===== config.mk =====
export PLATFORM = sky130hd
export DESIGN_NAME = jk_excite_driver_flat
export DESIGN_NICKNAME = d
export VERILOG_FILES = /design/src/rtl/jk_excite_driver_if.sv /design/src/rtl/jk_excite_driver.sv /design/src/flat_wrapper.sv
export SDC_FILE = /design/constraint.sdc
export NUM_CORES = 1
export LEC_CHECK = 0
export CORE_ASPECT_RATIO = 1.25
export CORE_MARGIN = 1
export CORE_UTILIZATION = 30
export CTS_BUF_LIST = sky130_fd_sc_hd__clkbuf_8
export DETAILED_ROUTE_END_ITERATION = 8
export PLACE_DENSITY_LB_ADDON = 0.2
export SLEW_MARGIN = 20
export SYNTH_ARGS = -nofsm -noshare
export SYNTH_HDL_FRONTEND = slang
export SYNTH_SLANG_ARGS = --single-unit

===== constraint.sdc =====
create_clock -name clk -period 5.4 [get_ports clk]
set_clock_uncertainty 0.2 [all_clocks]
set_input_delay 1.08 -clock clk [delete_from_list [all_inputs] [get_ports clk]]
set_output_delay 1.08 -clock clk [all_outputs]
set_load 0.05 [all_outputs]

===== src/rtl/jk_excite_driver_if.sv =====
// Command/feedback bundle between a JK excitation driver and its host plus the external JK bank.
interface jk_excite_driver_if #(
  parameter int unsigned WIDTH = 8
);
  logic             cmd_valid;
  logic             cmd_ready;
  logic [1:0]       cmd_op;
  logic [WIDTH-1:0] cmd_data;
  logic [WIDTH-1:0] q_fb;
  logic [WIDTH-1:0] j_out;
  logic [WIDTH-1:0] k_out;
  logic             done;
  logic             err;
  logic [WIDTH-1:0] result;

  // Host / bank side: issues commands and returns the bank's Q.
  modport master (
    output cmd_valid,
    output cmd_op,
    output cmd_data,
    output q_fb,
    input  cmd_ready,
    input  j_out,
    input  k_out,
    input  done,
    input  err,
    input  result
  );

  // Driver side.
  modport slave (
    input  cmd_valid,
    input  cmd_op,
    input  cmd_data,
    input  q_fb,
    output cmd_ready,
    output j_out,
    output k_out,
    output done,
    output err,
    output result
  );
endinterface


===== src/rtl/jk_excite_driver.sv =====
// Drives J/K excitation into an external JK flip-flop bank to reach a commanded value,
// checks the bank's Q feedback one cycle later and re-drives up to MAX_RETRY times.
module jk_excite_driver #(
  parameter int unsigned WIDTH     = 8,
  parameter int unsigned MAX_RETRY = 2
) (
  input logic               clk,
  input logic               rst_n,
  jk_excite_driver_if.slave bus
);

  localparam int unsigned RetryW = (MAX_RETRY < 1) ? 1 : $clog2(MAX_RETRY + 1);

  localparam logic [1:0] OpLoad   = 2'b00;
  localparam logic [1:0] OpInc    = 2'b01;
  localparam logic [1:0] OpDec    = 2'b10;
  localparam logic [1:0] OpToggle = 2'b11;

  typedef enum logic [1:0] {
    StIdle,
    StDrive,
    StCheck
  } state_e;

  state_e              state_q, state_d;
  logic [WIDTH-1:0]    target_q, target_d;
  logic [RetryW-1:0]   retry_q, retry_d;
  logic [WIDTH-1:0]    j_q, j_d;
  logic [WIDTH-1:0]    k_q, k_d;
  logic                done_q, done_d;
  logic                err_q, err_d;
  logic                ready_q, ready_d;
  logic [WIDTH-1:0]    result_q, result_d;
  logic [WIDTH-1:0]    cmd_target;
  logic                accept;
  logic                match;
  logic                can_retry;

  // Set bits that are 0 and must become 1.
  function automatic logic [WIDTH-1:0] jk_j(input logic [WIDTH-1:0] q, input logic [WIDTH-1:0] t);
    return ~q & t;
  endfunction

  // Reset bits that are 1 and must become 0.
  function automatic logic [WIDTH-1:0] jk_k(input logic [WIDTH-1:0] q, input logic [WIDTH-1:0] t);
    return q & ~t;
  endfunction

  // Target value for an incoming command, modulo 2^WIDTH (wrap is silent).
  always_comb begin
    cmd_target = bus.cmd_data;
    case (bus.cmd_op)
      OpLoad:   cmd_target = bus.cmd_data;
      OpInc:    cmd_target = bus.q_fb + WIDTH'(1);
      OpDec:    cmd_target = bus.q_fb - WIDTH'(1);
      OpToggle: cmd_target = bus.q_fb ^ bus.cmd_data;
      default:  cmd_target = bus.cmd_data;
    endcase
  end

  // ready_q gates acceptance so nothing is taken until one edge after reset release.
  assign accept    = (state_q == StIdle) && ready_q && bus.cmd_valid;
  assign match     = (bus.q_fb == target_q);
  assign can_retry = (32'(retry_q) < MAX_RETRY);

  // Next-state and registered-output logic; j/k default to zero outside the drive cycle.
  always_comb begin
    state_d  = state_q;
    target_d = target_q;
    retry_d  = retry_q;
    j_d      = '0;
    k_d      = '0;
    done_d   = 1'b0;
    err_d    = 1'b0;
    ready_d  = ready_q;
    result_d = result_q;

    case (state_q)
      StIdle: begin
        ready_d = 1'b1;
        if (accept) begin
          target_d = cmd_target;
          retry_d  = '0;
          ready_d  = 1'b0;
          state_d  = StDrive;
          if (bus.cmd_op == OpToggle) begin
            // First toggle drive uses J=K=mask so the bank flips the masked bits itself.
            j_d = bus.cmd_data;
            k_d = bus.cmd_data;
          end else begin
            j_d = jk_j(bus.q_fb, cmd_target);
            k_d = jk_k(bus.q_fb, cmd_target);
          end
        end
      end

      StDrive: begin
        ready_d = 1'b0;
        state_d = StCheck;
      end

      StCheck: begin
        if (match) begin
          result_d = bus.q_fb;
          done_d   = 1'b1;
          ready_d  = 1'b1;
          state_d  = StIdle;
        end else if (can_retry) begin
          // Retries always use set/reset excitation toward the fixed target, even for TOGGLE.
          retry_d = retry_q + RetryW'(1);
          j_d     = jk_j(bus.q_fb, target_q);
          k_d     = jk_k(bus.q_fb, target_q);
          ready_d = 1'b0;
          state_d = StDrive;
        end else begin
          err_d   = 1'b1;
          ready_d = 1'b1;
          state_d = StIdle;
        end
      end

      default: begin
        ready_d = 1'b0;
        state_d = StIdle;
      end
    endcase
  end

  // State and output registers; asynchronous reset clears everything including cmd_ready.
  always_ff @(posedge clk or negedge rst_n) begin
    if (!rst_n) begin
      state_q  <= StIdle;
      target_q <= '0;
      retry_q  <= '0;
      j_q      <= '0;
      k_q      <= '0;
      done_q   <= 1'b0;
      err_q    <= 1'b0;
      ready_q  <= 1'b0;
      result_q <= '0;
    end else begin
      state_q  <= state_d;
      target_q <= target_d;
      retry_q  <= retry_d;
      j_q      <= j_d;
      k_q      <= k_d;
      done_q   <= done_d;
      err_q    <= err_d;
      ready_q  <= ready_d;
      result_q <= result_d;
    end
  end

  assign bus.cmd_ready = ready_q;
  assign bus.j_out     = j_q;
  assign bus.k_out     = k_q;
  assign bus.done      = done_q;
  assign bus.err       = err_q;
  assign bus.result    = result_q;

endmodule


===== src/flat_wrapper.sv =====
// flat-port wrapper written by rule: the top's interface ports become plain ports
module jk_excite_driver_flat 
#(
  parameter int unsigned WIDTH     = 8,
  parameter int unsigned MAX_RETRY = 2
)
  (clk, rst_n, bus_cmd_valid, bus_cmd_op, bus_cmd_data, bus_q_fb, bus_cmd_ready, bus_j_out, bus_k_out, bus_done, bus_err, bus_result);
  jk_excite_driver_if #(.WIDTH(WIDTH)) bus_i ();
  input logic clk;
  input logic rst_n;
  input wire logic [$bits(bus_i.cmd_valid)-1:0] bus_cmd_valid;
  input wire logic [$bits(bus_i.cmd_op)-1:0] bus_cmd_op;
  input wire logic [$bits(bus_i.cmd_data)-1:0] bus_cmd_data;
  input wire logic [$bits(bus_i.q_fb)-1:0] bus_q_fb;
  output wire logic [$bits(bus_i.cmd_ready)-1:0] bus_cmd_ready;
  output wire logic [$bits(bus_i.j_out)-1:0] bus_j_out;
  output wire logic [$bits(bus_i.k_out)-1:0] bus_k_out;
  output wire logic [$bits(bus_i.done)-1:0] bus_done;
  output wire logic [$bits(bus_i.err)-1:0] bus_err;
  output wire logic [$bits(bus_i.result)-1:0] bus_result;
  assign bus_i.cmd_valid = bus_cmd_valid;
  assign bus_i.cmd_op = bus_cmd_op;
  assign bus_i.cmd_data = bus_cmd_data;
  assign bus_i.q_fb = bus_q_fb;
  assign bus_cmd_ready = bus_i.cmd_ready;
  assign bus_j_out = bus_i.j_out;
  assign bus_k_out = bus_i.k_out;
  assign bus_done = bus_i.done;
  assign bus_err = bus_i.err;
  assign bus_result = bus_i.result;
  jk_excite_driver #(.WIDTH(WIDTH), .MAX_RETRY(MAX_RETRY)) u_core (.clk(clk), .rst_n(rst_n), .bus(bus_i));
endmodule

==> insert_results.sql <==
INSERT INTO impl_metrics (metric_group, metric, value, unit) VALUES
('synth', 'yosys_register_bits', '39', ''),
('detailed_routing', 'drt-wirelength-per-cell', '15.8', 'um'),
('synth', 'ys.warnings.count', '0', ''),
('run_status', 'outcome', 'finished, final reports clean', ''),
('sta', 'min_period', '3770', 'ps'),
('synth', 'synthDominantAreaCellType', 'dfrtp_1', ''),
('clock_tree', 'cts.htree.levels', '2', ''),
('detailed_routing', 'route.detailed.drc', '0', ''),
('placement', 'gp_congestion', '0.832', ''),
('critical_path', 'slowest_stage', 'clkdlybuf4s50_1', ''),
('detailed_routing', 'detailedRoute.firstPassIterationCount', '4', ''),
('sta', 'worst_slew_margin_rel', '41.3', '%'),
('finish', 'final_net_count', '389', ''),
('synth', 'yosys_most_used_dff', 'dfrtp_1', ''),
('detailed_routing', 'drtIter0Drc', '95', ''),
('synth', 'ys_top_cells_by_area', 'dfrtp_1, ha_1, o21ai_0, a21oi_1, mux2_2', ''),
('critical_path', 'crit_buf_inv', '2', ''),
('detailed_routing', 'route.antenna.remaining_nets', '0', ''),
('die', 'die_area', '10200', 'um2'),
('sta', 'setup_repair_after_global_routing_missed_its_margin', 'no', ''),
('synth', 'syn-num-nets', '351', ''),
('placement', 'io_buffer_count', '47', ''),
('die', 'fp.dieH', '113', 'um'),
('sta', 'finalSetupTns', '0', 'ps'),
('critical_path', 'cell_chain_critical_path', 'clkdlybuf4s50_1 -> ha_1 -> buf_4 -> xor2_1 -> ha_1 -> or3b_1 -> a21boi_2 -> nor3_1 -> o21ai_0 -> a41oi_1', ''),
('synth', 'syn-mean-instance-area', '9.50', 'um2'),
('global_routing', 'initial_antenna_violation_count', '0', ''),
('clock_tree', 'buffer_levels_on_the_longest_clock_path', '2', ''),
('clock_tree', 'tritoncts', 'built', ''),
('detailed_routing', 'via_count', '2439', ''),
('die', 'rows', '40', ''),
('synth', 'synth-async-reset-ratio', '100', '%'),
('die', 'die-width', '90.5', 'um'),
('finish', 'utilization', '37.0', '%'),
('critical_path', 'worst-setup-path-type', 'in -> reg', ''),
('critical_path', 'timing.critical_path.fanout_max', '21', ''),
('die', 'core_area', '9560', 'um2'),
('critical_path', 'critical_path.startpoint_type', 'input port', ''),
('critical_path', 'most_common_cell_on_crit_path', 'ha_1', ''),
('sta', 'hold_ws', '309', 'ps'),
('clock_tree', 'postCtsHoldBufs', '0', ''),
('placement', 'detailedPlace.worstSlack', '1340', 'ps'),
('power_and_ir_drop', 'vdd.ir_drop.worst', '0.105', 'mV'),
('detailed_routing', 'routed_wl', '7510', 'um'),
('synth', 'synth-edff-count', '0', ''),
('global_routing', 'grt_util_all_layers', '15.8', '%'),
('clock_tree', 'post-cts-setup-buffers', '0', ''),
('synth', 'yosysMostFrequentCell', 'dfrtp_1', ''),
('power_and_ir_drop', 'power.density_cell_area', '360', 'nW/um2'),
('sta', 'final_cycle_share', '69.8', '%'),
('detailed_routing', 'route.detailed.vias_per_inst', '5.15', ''),
('finish', 'syn_to_final_growth', '20.6', '%'),
('placement', 'detailedPlacementHpwl', '5390', 'um'),
('sta', 'timing.fmax', '265', 'MHz'),
('synth', 'syn_area', '2930', 'um2'),
('clock_tree', 'clkTransAtPathRegs', '80', 'ps'),
('synth', 'synth_top_cells_by_count', 'dfrtp_1, inv_1, nand2_1, o21ai_0', ''),
('critical_path', 'end_kind', 'register', ''),
('sta', 'setup_violations', '0', ''),
('die', 'initial_core_util', '30.7', '%'),
('clock_tree', 'cts_sinks', '39', ''),
('clock_tree', 'worstSkewPairLatency', '310', 'ps'),
('synth', 'synth-seq-area-share', '33.3', '%'),
('power_and_ir_drop', 'leakage', '1.53', 'nW'),
('synth', 'post_synth_inst_count', '309', ''),
('global_routing', 'global_route_wire_length_before_repair', '12600', 'um'),
('die', 'ioPinCount', '48', ''),
('clock_tree', 'ctsRootBufferMaster', 'clkbuf_8', ''),
('finish', 'n_antenna_cell', '0', ''),
('finish', 'final_layout_size_suffix_gt1_share', '12.6', '%'),
('sta', 'drv_slew', '0', '');
-- layer usage --
| layer | track usage (%) | share of wire, % | wire, um |
|---|---|---|---|
| met1 | 20.3 | 47 | 3510 |
| met2 | 25.9 | 48 | 3610 |
| met3 | 2.71 | 3.0 | 225 |
| met4 | 6.77 | 2.2 | 165 |
| met5 | 0 | 0 | 0 |
-- final timing paths --
kind / from / to / slack [ps] / depth (start not counted)
worst max register to register: u_core.target_q[4]$_DFFE_PN0P_ / u_core.bus.j_out[4]$_DFF_PN0_ / 3050 / 6
worst min-delay path: u_core.bus.result[1]$_DFFE_PN0P_ / u_core.bus.result[1]$_DFFE_PN0P_ / 310 / 1
max in group asynchronous: rst_n / u_core.bus.result[2]$_DFFE_PN0P_ / 3760 / 1
worst max-delay path: bus_cmd_op[1] / u_core.bus.j_out[4]$_DFF_PN0_ / 1630 / 10
worst min register to register: u_core.bus.result[1]$_DFFE_PN0P_ / u_core.bus.result[1]$_DFFE_PN0P_ / 310 / 1
min in group asynchronous: rst_n / u_core.bus.j_out[5]$_DFF_PN0_ / 690 / 1
-- worst register-to-register path: stages (launching register included) --
cell	delay, ps
dfrtp_1	410
ha_1	310
nand4_1	170
o21ai_0	140
nor2_2	610
a22oi_1	200
a41oi_1	210
-- placed cells by master, fill, tap and decap left out, types with 3 or more instances in the layout --
| cell type | instances |
|---|---|
| nor4_1 | 7 |
| dfrtp_1 | 39 |
| nor2b_1 | 3 |
| buf_4 | 6 |
| a31oi_1 | 3 |
| ha_1 | 21 |
| o2bb2ai_1 | 3 |
| clkdlybuf4s50_1 | 46 |
| a31o_1 | 3 |
| o21ai_1 | 4 |
| xor2_1 | 5 |
| and3_1 | 3 |
| nand2_1 | 24 |
| nor2_1 | 13 |
| inv_1 | 25 |
| a32oi_1 | 4 |
| clkbuf_8 | 6 |
| a21oi_1 | 21 |
| o31ai_1 | 5 |
| a211oi_1 | 4 |
| xnor2_1 | 4 |
| mux2_2 | 9 |
| a22o_1 | 3 |
| o21ai_0 | 23 |
-- cell type report --
cell class              count  area (um2)
multi-input cells         221        1670
inverters                  27         104
well taps                 126         158
clock buffers               6        82.6
flip-flops and latches     39         976
repair buffers             53         510
clock inverters             2        35.0
fillers                   982        6020
-- sequential cells by signal, indices dropped and copies added (netlist names) --
| register | flops |
|---|---|
| u_core.bus.err | 1 |
| u_core.retry_q | 2 |
| u_core.bus.k_out | 8 |
| u_core.bus.result | 8 |
| u_core.bus.cmd_ready | 1 |
| u_core.bus.done | 1 |
| u_core.state_q | 2 |
| u_core.target_q | 8 |
| u_core.bus.j_out | 8 |
-- kinds of logic after synthesis --
group	Yosys count	share of synthesized area, %
xor gates and xnor gates	11	4.18
muxes	11	4.18
DFF	39	33.3
adders and majority gates	21	8.96
buffers and inverters	49	9.89
AOI/OAI and AO/OA	101	24.7
and+or+nand+nor	77	14.8
-- power breakdown --
part,internal (mW),switching (mW)
logic,0.211,0.368
clock network,0.150,0.112
registers,0.371,0.0619
-- metrics by stage --
step | std cells | area (um2)
after floorplan | 309 | 2930
after global placement | 466 | 3420
after detailed placement | 466 | 3420
after CTS | 474 | 3540
after global routing | 474 | 3540
final | 474 | 3540
Note: power is estimated with default switching activity, not from simulation.
